--- src/rtl/adder_accumulator_pkg.sv ---
// ---------------------------------------------------------------------------
// adder_defs
// Shared definitions for the adder_accumulator stage: FSM state encodings
// and the default datapath widths used when the block is instantiated
// without overrides.
// ---------------------------------------------------------------------------
package adder_defs;

    // FSM states. Encodings are fixed so the state can be compared
    // against known values through the debug port.
    typedef enum logic [1:0] {
        ST_IDLE  = 2'd0,
        ST_ACCUM = 2'd1,
        ST_DONE  = 2'd2
    } state_t;

    // Default widths: a 4-bit adder sum plus carry, summed into 8 bits.
    localparam int DEF_DATA_W  = 4;
    localparam int DEF_ACC_W   = 8;
    localparam int DEF_NUM_OPS = 4;

endpackage : adder_defs

--- src/rtl/adder_accumulator.sv ---
// ---------------------------------------------------------------------------
// adder_accumulator
// Sums NUM_OPS successive 4-bit adder results ({C_out, S}, DATA_W+1 bits)
// into an ACC_W-bit accumulator, with a sticky overflow flag and a
// done/ack handshake towards the consumer.
//
// Ports:
//   clk       in   rising-edge clock
//   rst_n     in   asynchronous active-low reset
//   start     in   one-cycle pulse starting a run (honoured only in IDLE)
//   in_valid  in   S/C_out carry a valid adder result this cycle
//   S         in   adder sum bits [DATA_W-1:0]
//   C_out     in   adder carry out, MSB of the operand
//   ack       in   consumer has taken the result (honoured only in DONE)
//   in_ready  out  operand accepted this cycle (ACCUM)
//   busy      out  high in ACCUM or DONE
//   done      out  result valid, held until ack
//   acc_out   out  accumulated total [ACC_W-1:0]
//   ovf       out  sticky: the accumulator wrapped during this run
//   dbg_state out  current FSM state, for observation only
//
// Handshake: an operand transfers on a rising edge where in_valid and
// in_ready are both high. The result is presented by done=1 and stays
// stable until a rising edge with ack=1 while done=1. in_ready, busy and
// done are decoded from the state register only, so no input reaches an
// output combinationally.
// ---------------------------------------------------------------------------
module adder_accumulator
    import adder_defs::*;
#(
    parameter int DATA_W  = DEF_DATA_W,
    parameter int ACC_W   = DEF_ACC_W,
    parameter int NUM_OPS = DEF_NUM_OPS
) (
    input  logic              clk,
    input  logic              rst_n,
    input  logic              start,
    input  logic              in_valid,
    input  logic [DATA_W-1:0] S,
    input  logic              C_out,
    input  logic              ack,
    output logic              in_ready,
    output logic              busy,
    output logic              done,
    output logic [ACC_W-1:0]  acc_out,
    output logic              ovf,
    output logic [1:0]        dbg_state
);

    localparam int CNT_W = $clog2(NUM_OPS + 1);
    localparam logic [CNT_W-1:0] LAST_CNT = CNT_W'(NUM_OPS - 1);

    state_t           r_state;
    state_t           w_next_state;
    logic [CNT_W-1:0] r_cnt;
    logic [ACC_W-1:0] r_acc;
    logic             r_ovf;

    logic             w_xfer;
    logic             w_last;
    logic [ACC_W:0]   w_sum;

    // One extra bit on the add exposes the carry out of bit ACC_W-1.
    assign w_sum  = {1'b0, r_acc} + (ACC_W + 1)'({C_out, S});
    assign w_xfer = (r_state == ST_ACCUM) && in_valid;
    assign w_last = (r_cnt == LAST_CNT);

    // ------------------------------------------------------------------
    // FSM state register
    // ------------------------------------------------------------------
    always_ff @(posedge clk or negedge rst_n) begin
        if (!rst_n) begin
            r_state <= ST_IDLE;
        end else begin
            r_state <= w_next_state;
        end
    end

    // ------------------------------------------------------------------
    // FSM next-state logic
    // ------------------------------------------------------------------
    always_comb begin
        w_next_state = r_state;
        case (r_state)
            ST_IDLE: begin
                if (start) begin
                    w_next_state = ST_ACCUM;
                end
            end
            ST_ACCUM: begin
                if (w_xfer && w_last) begin
                    w_next_state = ST_DONE;
                end
            end
            ST_DONE: begin
                // ack takes priority; a simultaneous start is dropped.
                if (ack) begin
                    w_next_state = ST_IDLE;
                end
            end
            default: begin
                w_next_state = ST_IDLE;
            end
        endcase
    end

    // ------------------------------------------------------------------
    // Datapath: accumulator, sticky overflow and operand counter.
    // The previous result is kept in IDLE until the next start.
    // ------------------------------------------------------------------
    always_ff @(posedge clk or negedge rst_n) begin
        if (!rst_n) begin
            r_acc <= '0;
            r_ovf <= 1'b0;
            r_cnt <= '0;
        end else begin
            if ((r_state == ST_IDLE) && start) begin
                r_acc <= '0;
                r_ovf <= 1'b0;
                r_cnt <= '0;
            end else if (w_xfer) begin
                r_acc <= w_sum[ACC_W-1:0];
                r_ovf <= r_ovf | w_sum[ACC_W];
                r_cnt <= r_cnt + CNT_W'(1);
            end
        end
    end

    // ------------------------------------------------------------------
    // Outputs
    // ------------------------------------------------------------------
    assign in_ready  = (r_state == ST_ACCUM);
    assign busy      = (r_state == ST_ACCUM) || (r_state == ST_DONE);
    assign done      = (r_state == ST_DONE);
    assign acc_out   = r_acc;
    assign ovf       = r_ovf;
    assign dbg_state = r_state;

endmodule : adder_accumulator

--- config.mk ---
export PLATFORM = sky130hd
export DESIGN_NAME = adder_accumulator
export DESIGN_NICKNAME = d
export VERILOG_FILES = /design/src/rtl/adder_accumulator_pkg.sv /design/src/rtl/adder_accumulator.sv
export SDC_FILE = /design/constraint.sdc
export NUM_CORES = 1
export LEC_CHECK = 0
export ABC_CLOCK_PERIOD_IN_PS = 1900
export CORE_MARGIN = 3
export CORE_UTILIZATION = 43
export CTS_CLUSTER_DIAMETER = 100
export DETAILED_ROUTE_END_ITERATION = 10
export PLACE_DENSITY = 0.81
export SLEW_MARGIN = 20
export SYNTH_ARGS = -nofsm -noshare
export SYNTH_HDL_FRONTEND = slang
export SYNTH_SLANG_ARGS = --single-unit
--- constraint.sdc ---
create_clock -name clk -period 1.9 [get_ports clk]
set_input_delay 0.38 -clock clk [delete_from_list [all_inputs] [get_ports clk]]
set_output_delay 0.38 -clock clk [all_outputs]
set_load 0.01 [all_outputs]
==> metrics.md <==
| Metric | Value |
|---|---|
| Status | `finished, final reports clean` |
| Pwr Total | `between 1.5 and 2 mW` |
| Number of remaining DRC errors | `0` |
| Wirelength per Cell | `around 12 um` |
| Final RePlAce weighted congestion | `0.838` |
| TritonCTS clock tree | `built` |
| Tcrit/Tclk final | `~96%` |
| Via count | `between 700 and 800` |
| VDD IR max | `~0.00075 V` |
| Die Span X | `approximately 52 um` |
| Cells after Synth | `99` |
| Top cells by area, synth | `dfrtp_1, ha_1, nand2_1, a21oi_1, inv_1` |
| Post-synthesis net count | `122` |
| Die height | `between 50 and 60 um` |
| Setup crit end kind | `flop` |
| Max Cap Violations | `0` |
| Initial DRC Count | `11` |
| Setup tns final | `0 ns` |
| Placed cell count | `150` |
| Cell taking the most area after synthesis | `dfrtp_1` |
| RSZ-0062 raised after global routing | `true` |
| CP startpoint kind | `primary input` |
| Measured slew at the worst slew-check pin | `~0.5 ns` |
| EDFF count, synth | `0` |
| Hold slack | `0.413 ns` |
| I/O pins | `24` |
| Initial DRT Pass Iterations | `5` |
| Max Fclk | `roughly 550 MHz` |
| GR Overflow Total | `0` |
| Total global-route track usage | `16.6%` |
| Synth Cell Area | `912 sq um` |
| TritonCTS Buffers | `3` |
| Synth unique cells | `29` |
| Initial core utilization | `~46%` |
| Worst Skew | `0.00441 ns` |
| Clock slew seen by the registers of the worst setup and hold paths | `around 0.08 ns` |
| Critical Path AT | `2.03 ns` |
| Vias in the first global route | `774` |
| Area Overhead vs Synth | `35.5%` |
| Total core area | `between 1500 and 2000 sq um` |
| Largest net degree at the start of global routing | `15` |
| Vias per inst | `around 4.9` |
| Final worst slack | `roughly 0.076 ns` |
| WP data required | `about 2.1 ns` |
| Post-synth top area share | `between 30% and 40%` |
| Post-DP HPWL | `1500 um` |
| Htree depth | `1` |
| First-pass GRT wire length | `3410 um` |
| Antenna cells | `0` |
| Yosys warns | `0` |
| Die ar. | `approximately 2700 sq um` |
| Post-Layout Cell Count | `155` |
| Initial antenna violation count | `0` |
| Tmin final | `~1.8 ns` |
| Main flop type after synthesis | `dfrtp_1` |
| Place WS | `-0.274 ns` |
| Final setup fails | `0` |
| Sequential-to-total area share from yosys stat | `around two fifths` |
| Asr flop ratio synth | `100%` |
| Synth Register Bits | `14` |
| Slew HR | `66.5%` |
| Row count | `16` |
| Clock tree root buffer cell | `clkbuf_4` |
| Nets | `between 150 and 200` |
| R2R Setup Slk | `0.25 ns` |
| Pwr per Cell Area | `about 1300 nW/um^2` |
| P_leak | `about 0.6 nW` |
| Worst-case reg-to-reg path depth | `7` |
| Clock Tree Buf Depth | `2` |
| Post-Syn Area per Cell | `9.21 sq um` |
| Peak fanout along the critical path | `3` |
| Final hold violations | `0` |
| Post-synth top cells | `dfrtp_1, nand2_1, ha_1` |
| Sinks on the clock net | `14` |
| Total Wirelength | `around 1900 um` |
| Antenna-violating nets left | `0` |
| Worst R2R End | `acc_out[4]` |
| FF-to-FF Start | `acc_out[0]` |
| Tightest Hold Check Type | `primary input to async pin` |
| Clk_lat worst skew | `0.28 ns` |
| IO Port Bufs | `23` |
| Share of layout cells above drive strength 1 | `between 10% and 20%` |
| Crit path kind | `primary input to flop` |
| Final Max Tran Viols | `0` |
==> cell usage in the layout, fill, tap and decap left out, types with 2 or more instances in the layout <==
cell type and instances:
nor2_1 8, and2_1 2, buf_4 6, a21oi_1 9, ha_1 10, o211ai_1 2, dfrtp_1 14, a21o_1 2
clkbuf_4 3, mux2i_1 2, nand2_1 14, ha_2 2, o21ai_0 4, nand2b_1 2, dlygate4sd2_1 2, inv_1 8
clkdlybuf4s50_1 20, a211oi_1 2
==> through the flow <==
stage / util, % / instance area [sq um]
4_1_cts: 62.0 / 1230
2_1_floorplan: - / 912
3_3_place_gp: 60.1 / 1190
5_1_grt: 62.4 / 1240
6_report: 62.4 / 1240
3_5_place_dp: 60.1 / 1190
==> critical path, stage by stage <==
cell and delay [ns]:
clkdlybuf4s50_1 0.46, ha_2 0.18, inv_1 0.05, fa_2 0.36, nor2b_4 0.14, o21ai_0 0.08
a211o_1 0.26, a21oi_1 0.13
==> registers in the layout, summed over array words and instances (netlist names) <==
name and count:
r_cnt 3, dbg_state 2, acc_out 8, ovf 1
==> area by class of cell <==
| cell class | count | area [sq um] |
|---|---|---|
| clock buffer | 3 | 22.5 |
| fill | 154 | 746 |
| inverter | 9 | 33.8 |
| multi-input combinational | 73 | 520 |
| sequential | 14 | 350 |
| tap | 27 | 33.8 |
| timing repair buffer | 29 | 275 |
==> metal layers <==
metal / wire length, um / global-route usage, % / vias to the layer above
li1: - / - / 397
met1: 881 / 21.1 / 340
met2: 928 / 28.9 / 24
met3: 113 / 3.72 / 2
met4: 13 / 2.62 / 0
met5: 0 / 0 / -
==> cells by family (layout without fill, tap and decap cells) <==
| logic type | Yosys count | in the layout | share of synthesized area [%] |
|---|---|---|---|
| compound gates | 26 | 26 | 18.5 |
| xor+xnor | 1 | 1 | 0.960 |
| fa+ha+maj | 13 | 13 | 18.7 |
| buf+inv | 12 | 41 | 5.35 |
| flops | 14 | 14 | 38.4 |
| mux | 2 | 2 | 2.19 |
| simple gates | 31 | 31 | 15.9 |
==> where the power goes <==
group,internal (mW),switching [mW]
Combinational,0.464,0.461
Sequential,0.401,0.0809
Clock,0.0734,0.0930
==> worst max-delay path by stage <==
stage	from	endpoint	slack (ns)
6_report	S[0]	acc_out[4]	0.08
5_1_grt	S[0]	acc_out[4]	-0.02
4_1_cts	S[0]	acc_out[4]	0.009
3_5_place_dp	S[0]	acc_out[4]	-0.27
3_3_place_gp	S[0]	acc_out[4]	-0.23
2_1_floorplan	acc_out[0]	acc_out[4]	0.23
==> timing repair <==
| action | in CTS | in global routing |
|---|---|---|
| gates resized for setup | 4 | 3 |
| pin swaps | 0 | 0 |
| endpoints found under the setup margin | 3 | 4 |
| hold buffers | 0 | 0 |
| setup buffers | 2 | 0 |
(Power assumes the default switching activity.)
